==> src/rtl/csr_xbar_pkg.sv <==
// csr_xbar_pkg: FSM state encoding and response status constants shared by the
// CSR router and its address decoder.
package csr_xbar_pkg;

  typedef enum logic [1:0] {
    IDLE,
    ISSUE,
    WAIT,
    RSP
  } xbar_state_e;

  localparam int STATUS_W = 3;

  localparam logic [1:0] CAUSE_UNMAPPED = 2'b01;
  localparam logic [1:0] CAUSE_TIMEOUT  = 2'b10;

  // Router-generated statuses always carry the exception bit.
  function automatic logic [STATUS_W-1:0] exc_status(input logic [1:0] cause);
    return {1'b1, cause};
  endfunction

endpackage

==> src/rtl/csr_xbar_decode.sv <==
// csr_xbar_decode: combinational CSR address decode against the per-target
// base/limit table; lowest matching index wins, miss flags an unmapped address.
module csr_xbar_decode
  import csr_xbar_pkg::*;
#(
  parameter int ADDR_WIDTH = 32,
  parameter int N_TGT      = 4,
  parameter logic [N_TGT*ADDR_WIDTH-1:0] TGT_BASE  = {N_TGT{{ADDR_WIDTH{1'b0}}}},
  parameter logic [N_TGT*ADDR_WIDTH-1:0] TGT_LIMIT = {N_TGT{{ADDR_WIDTH{1'b0}}}}
) (
  input  logic [ADDR_WIDTH-1:0] addr,
  output logic [N_TGT-1:0]      hit,
  output logic                  miss
);

  logic found;

  always_comb begin
    hit   = '0;
    found = 1'b0;
    for (int i = 0; i < N_TGT; i++) begin
      if (!found &&
          (addr >= TGT_BASE[i*ADDR_WIDTH +: ADDR_WIDTH]) &&
          (addr <= TGT_LIMIT[i*ADDR_WIDTH +: ADDR_WIDTH])) begin
        hit[i] = 1'b1;
        found  = 1'b1;
      end
    end
    miss = !found;
  end

endmodule

==> src/rtl/csr_xbar.sv <==
// csr_xbar: routes one CSR access at a time to a single target and returns its
// response. Define CSR_XBAR_TIMEOUT_EN to turn silent targets into a timeout exception.
module csr_xbar
  import csr_xbar_pkg::*;
#(
  parameter int ADDR_WIDTH  = 32,
  parameter int REG_WIDTH   = 32,
  parameter int N_TGT       = 4,
  parameter logic [N_TGT*ADDR_WIDTH-1:0] TGT_BASE  = {N_TGT{{ADDR_WIDTH{1'b0}}}},
  parameter logic [N_TGT*ADDR_WIDTH-1:0] TGT_LIMIT = {N_TGT{{ADDR_WIDTH{1'b0}}}},
  parameter int TIMEOUT_CYC = 16
) (
  input  logic                        clk,
  input  logic                        rst_n,
  input  logic                        csr_valid,
  output logic                        csr_ready,
  input  logic [1:0]                  csr_op,
  input  logic [2:0]                  csr_funct3,
  input  logic [4:0]                  csr_imm,
  input  logic [REG_WIDTH-1:0]        rs1_val,
  input  logic [ADDR_WIDTH-1:0]       csr_addr,
  output logic                        csr_rvalid,
  output logic [REG_WIDTH-1:0]        csr_rdata,
  output logic [STATUS_W-1:0]         csr_reg_rsp,
  input  logic                        csr_rrsp,
  output logic [N_TGT-1:0]            tgt_reg_en,
  output logic [ADDR_WIDTH-1:0]       tgt_addr,
  output logic [4:0]                  tgt_csr_imm,
  output logic [REG_WIDTH-1:0]        tgt_rs1_val,
  output logic [2:0]                  tgt_funct3,
  output logic [1:0]                  tgt_reg_op,
  input  logic [N_TGT-1:0]            tgt_rvalid,
  input  logic [N_TGT*REG_WIDTH-1:0]  tgt_rdata,
  input  logic [N_TGT*STATUS_W-1:0]   tgt_act_rsp,
  output logic [N_TGT-1:0]            tgt_rrsp
);

  xbar_state_e          state_q, state_d;
  logic [N_TGT-1:0]     sel_q;
  logic [N_TGT-1:0]     dec_hit;
  logic                 dec_miss;
  logic                 busy;
  logic                 accept;
  logic                 sel_rvalid;
  logic [REG_WIDTH-1:0] sel_rdata;
  logic [STATUS_W-1:0]  sel_rsp;
  logic                 timeout_hit;

  csr_xbar_decode #(
    .ADDR_WIDTH (ADDR_WIDTH),
    .N_TGT      (N_TGT),
    .TGT_BASE   (TGT_BASE),
    .TGT_LIMIT  (TGT_LIMIT)
  ) u_decode (
    .addr (csr_addr),
    .hit  (dec_hit),
    .miss (dec_miss)
  );

  assign busy       = (state_q == ISSUE) || (state_q == WAIT);
  assign accept     = (state_q == IDLE) && csr_valid;
  assign csr_ready  = (state_q == IDLE);
  assign csr_rvalid = (state_q == RSP);
  assign tgt_reg_en = (state_q == ISSUE) ? sel_q : '0;
  assign tgt_rrsp   = busy ? sel_q : '0;

  // Only the selected target's response is visible; others are masked off.
  always_comb begin
    sel_rvalid = busy && |(tgt_rvalid & sel_q);
    sel_rdata  = '0;
    sel_rsp    = '0;
    for (int i = 0; i < N_TGT; i++) begin
      if (sel_q[i]) begin
        sel_rdata = sel_rdata | tgt_rdata[i*REG_WIDTH +: REG_WIDTH];
        sel_rsp   = sel_rsp | tgt_act_rsp[i*STATUS_W +: STATUS_W];
      end
    end
  end

`ifdef CSR_XBAR_TIMEOUT_EN
  localparam int CNT_W = $clog2(TIMEOUT_CYC + 1);

  logic [CNT_W-1:0] cnt_q;

  always_ff @(posedge clk or negedge rst_n) begin
    if (!rst_n) begin
      cnt_q <= '0;
    end else if (busy) begin
      cnt_q <= cnt_q + 1'b1;
    end else begin
      cnt_q <= '0;
    end
  end

  // A response arriving in the expiry cycle takes priority over the timeout.
  assign timeout_hit = busy && !sel_rvalid && (cnt_q == CNT_W'(TIMEOUT_CYC - 1));
`else
  logic unused_timeout_cfg;
  assign unused_timeout_cfg = ^32'(TIMEOUT_CYC);
  assign timeout_hit        = 1'b0;
`endif

  always_comb begin
    state_d = state_q;
    unique case (state_q)
      IDLE:        if (csr_valid) state_d = dec_miss ? RSP : ISSUE;
      ISSUE, WAIT: state_d = (sel_rvalid || timeout_hit) ? RSP : WAIT;
      RSP:         if (csr_rrsp) state_d = IDLE;
      default:     state_d = IDLE;
    endcase
  end

  always_ff @(posedge clk or negedge rst_n) begin
    if (!rst_n) begin
      state_q <= IDLE;
    end else begin
      state_q <= state_d;
    end
  end

  // Payload is latched at accept; the response is frozen on entry to RSP.
  always_ff @(posedge clk or negedge rst_n) begin
    if (!rst_n) begin
      sel_q       <= '0;
      tgt_addr    <= '0;
      tgt_csr_imm <= '0;
      tgt_rs1_val <= '0;
      tgt_funct3  <= '0;
      tgt_reg_op  <= '0;
      csr_rdata   <= '0;
      csr_reg_rsp <= '0;
    end else if (accept) begin
      sel_q       <= dec_hit;
      tgt_addr    <= csr_addr;
      tgt_csr_imm <= csr_imm;
      tgt_rs1_val <= rs1_val;
      tgt_funct3  <= csr_funct3;
      tgt_reg_op  <= csr_op;
      if (dec_miss) begin
        csr_rdata   <= '0;
        csr_reg_rsp <= exc_status(CAUSE_UNMAPPED);
      end
    end else if (sel_rvalid) begin
      csr_rdata   <= sel_rdata;
      csr_reg_rsp <= sel_rsp;
    end else if (timeout_hit) begin
      csr_rdata   <= '0;
      csr_reg_rsp <= exc_status(CAUSE_TIMEOUT);
    end
  end

endmodule

==> config.mk <==
export PLATFORM = sky130hd
export DESIGN_NAME = csr_xbar
export DESIGN_NICKNAME = d
export VERILOG_FILES = /design/src/rtl/csr_xbar_pkg.sv /design/src/rtl/csr_xbar_decode.sv /design/src/rtl/csr_xbar.sv
export SDC_FILE = /design/constraint.sdc
export NUM_CORES = 1
export LEC_CHECK = 0
export ABC_CLOCK_PERIOD_IN_PS = 1900
export CAP_MARGIN = 40
export CORE_AREA = 2 2 131 133
export CTS_CLUSTER_SIZE = 25
export DETAILED_ROUTE_END_ITERATION = 16
export DIE_AREA = 0 0 133 135
export GPL_TIMING_DRIVEN = 0
export PLACE_DENSITY = 0.73
export SLEW_MARGIN = 30
export SYNTH_ARGS = -nofsm -noshare
export SYNTH_HDL_FRONTEND = slang
export SYNTH_HIERARCHICAL = 1
export SYNTH_SLANG_ARGS = --single-unit
==> constraint.sdc <==
create_clock -name clk -period 1.9 [get_ports clk]
set_input_delay 0.38 -clock clk [delete_from_list [all_inputs] [get_ports clk]]
set_output_delay 0.38 -clock clk [all_outputs]
set_load 0.02 [all_outputs]
==> impl_metrics.env <==
export IMPL_cp_max_fo=8
export IMPL_cts_root_buf="clkbuf_16"
export IMPL_final_cell_mix="clkdlybuf4s50_1, dfrtp_1, mux2_2, mux2i_1, a22o_1"
export IMPL_port_buffers=340
export IMPL_cp_depth=8
export IMPL_numCtsBuffers=17
export IMPL_synth_cell_type_count=27
export IMPL_synthFlopType="dfrtp_1"
export IMPL_core_rowCount=47
export IMPL_worst_path_max_delay_cell="clkdlybuf4s50_1"
export IMPL_seq_area_frac_synth_pct=53.48
export IMPL_grt_pass1_vias=5512
export IMPL_wire_per_inst_um=20.24
export IMPL_worstHoldPathCells=2
export IMPL_p_total_mw=16.99
export IMPL_final_common_cell="clkdlybuf4s50_1"
export IMPL_drc=0
export IMPL_hp_class="in -> reg"
export IMPL_min_period_over_period_pct=98.33
export IMPL_clkSlewWorstSetupHoldPaths_ps=60
export IMPL_drt_wl_total_um=20540
export IMPL_yosys_warnings=6
export IMPL_critPathLaunchType="primary input"
export IMPL_drv_cap=0
export IMPL_postRouteAntennaNets=0
export IMPL_critPathTopFamily="simple AND/OR/NAND/NOR gates"
export IMPL_finClkSkew_ps=7.237
export IMPL_antenna_found_initial=2
export IMPL_dpl_instance_area_um2=9100
export IMPL_final_layout_size_suffix_gt1_share_pct=22.17
export IMPL_power_density_nw_per_um2=1689
export IMPL_arrival_ps=2180
export IMPL_synth_edf_count=0
export IMPL_period_needed_ps=1868
export IMPL_path_buf_inv=2
export IMPL_drt_pass1_iterations=4
export IMPL_clk_latency_ps=400
export IMPL_tightest_slew_ps=618.7
export IMPL_place_ws_ps=-992.1
export IMPL_start_util_pct=32.80
export IMPL_tns_ps=0
export IMPL_dieArea_um2=17960
export IMPL_design_area_um2=10060
export IMPL_grt_ovfl_total=0
export IMPL_setup_ws_ps=31.69
export IMPL_core_region_area_um2=16410
export IMPL_endpoint="csr_rdata[29]"
export IMPL_vdd_ir_drop_max_v=0.0008926
export IMPL_hold_viol_final=0
export IMPL_worst_setup_path_end_kind="flip-flop"
export IMPL_r2r_slack_ps=130
export IMPL_slowest_delay_ps=430
export IMPL_nets=1007
export IMPL_grtUsageTotal_pct=21.84
export IMPL_worst_hold_slack_ps=275.9
export IMPL_async_reset_ff_share_pct=100.0
export IMPL_leakage_nw=4.553
export IMPL_cp_data_required_time_ps=2210
export IMPL_clock_sink_count=115
export IMPL_die_height_um=135
export IMPL_setup_viol=0
export IMPL_reg2reg_to="tgt_addr[15]"
export IMPL_dp_cells=972
export IMPL_grt_pass1_wl_um=30100
export IMPL_slew_headroom_pct=58.75
export IMPL_fin_cells=1015
export IMPL_grt_setup_unrepaired="yes"
export IMPL_clock_path_buffers=2
export IMPL_synthCells=409
export IMPL_cts_tree="done"
export IMPL_status="finished clean"
export IMPL_final_util_pct=61.34
export IMPL_syn_cell_area_um2=5381
export IMPL_hpwl_um=15620
export IMPL_cp_cell_sequence="clkdlybuf4s50_1 > nor4_2 > nand4_1 > or2_4 > nand3_4 > clkbuf_16 > nand2_1 > mux2i_1"
export IMPL_syn_to_final_growth_pct=87.00
export IMPL_report_final_slew_viol_count=0
export IMPL_n_fill_cell=1303
export IMPL_reg2reg_depth=7
export IMPL_regToRegStartpoint="state_q[0]"
export IMPL_drt_iter0_markers=177
export IMPL_grt_max_degree=67
export IMPL_ys_ff_latch=115
export IMPL_place_gp_congestion=0.8966
export IMPL_ios=341
export IMPL_chipWidth_um=133
export IMPL_fmax_mhz=535.2
export IMPL_viasPerCell=4.901
export IMPL_ctsHtreeMaxLevel=4
export IMPL_critical_path_class="in -> reg"
export IMPL_vias=4975
export IMPL_synth_area_per_cell_um2=13.16
export IMPL_cp_startpoint="csr_addr[23]"
## Yosys cell counts (all sizes together) (2+ instances only)
library cell  instances  area (µm²)
mux2i                38       380.4
ha                    3       37.54
buf                  24       200.2
clkbuf               12       45.04
mux2                 78       878.3
nand4                 2       12.51
inv                   5       18.77
and2                  8       50.05
nor4                  8       56.30
a22o                 37       324.1
a221oi               35       306.5
dfrtp               115        2878
nand2                34       130.1
a31oi                 2       12.51
## per-layer routing
metal  up-vias  global-route usage (%)  wire length [µm]
met4         2                   7.826               438
met3        32                   8.821              1817
met5         -                       0                16
li1       2282                       -                 -
met2       252                   39.64             10720
met1      2407                   22.83              7552
## worst reg2reg max path, stage by stage, from the launching register on
cell and delay, ps:
dfrtp_1 400, inv_2 70, ha_4 160, buf_2 180
nand2_4 150, buf_6 190, buf_6 170, mux2_2 350
## layout make-up
class	count	area (µm²)	share of cell area, %
inverters	5	18.77	0.1865
clock inverters	14	203.9	2.027
repair buffers	353	3600	35.77
plain buffers	35	332.8	3.307
clock buffers	17	425.4	4.227
multi-input cells	255	2326	23.11
well taps	220	275.3	2.735
diodes	1	2.502	0.02487
flip-flops and latches	115	2879	28.61
## logic make-up (layout without fill, tap and decap cells)
family / Yosys count / count (layout) / synth area share (%)
other cells: 1 / 4 / 0.06968
mux: 116 / 116 / 23.39
flops: 115 / 115 / 53.48
compound gates: 77 / 77 / 12.44
simple gates: 56 / 56 / 5.022
buf+inv: 41 / 424 / 4.906
fa+ha+maj: 3 / 3 / 0.6976
## worst min path at each step
| stage | from | end | slack, ps |
|---|---|---|---|
| after floorplan | rst_n | csr_rdata[0] | 80 |
| after global placement | tgt_addr[11] | tgt_addr[11] | 490 |
| after detailed placement | rst_n | csr_rdata[9] | 320 |
| after CTS | rst_n | csr_rdata[9] | 500 |
| after global routing | csr_addr[20] | tgt_addr[20] | 270 |
| final | csr_addr[11] | tgt_addr[11] | 280 |
## registers in the layout, indices dropped and copies added (netlist names)
name and count:
sel_q 4, csr_reg_rsp 3, tgt_csr_imm 5, tgt_rs1_val 32, tgt_addr 32, tgt_funct3 3
csr_rdata 32, tgt_reg_op 2, state_q 2
## repair_timing
item,in CTS,in global routing
pin swaps,2,12
gates cloned,0,3
buffers inserted,0,8
resized for setup,70,37
hold endpoints to repair,49,0
setup endpoints to repair,43,65
hold buffers,1,0
## power breakdown
group,internal (mW),switching (mW),leakage [nW],total (mW)
combinational,4.77,4.43,2.88,9.20
clock,2.21,1.19,0.297,3.40
sequential,3.72,0.682,1.38,4.40
Power figures use the tool's default switching activity.
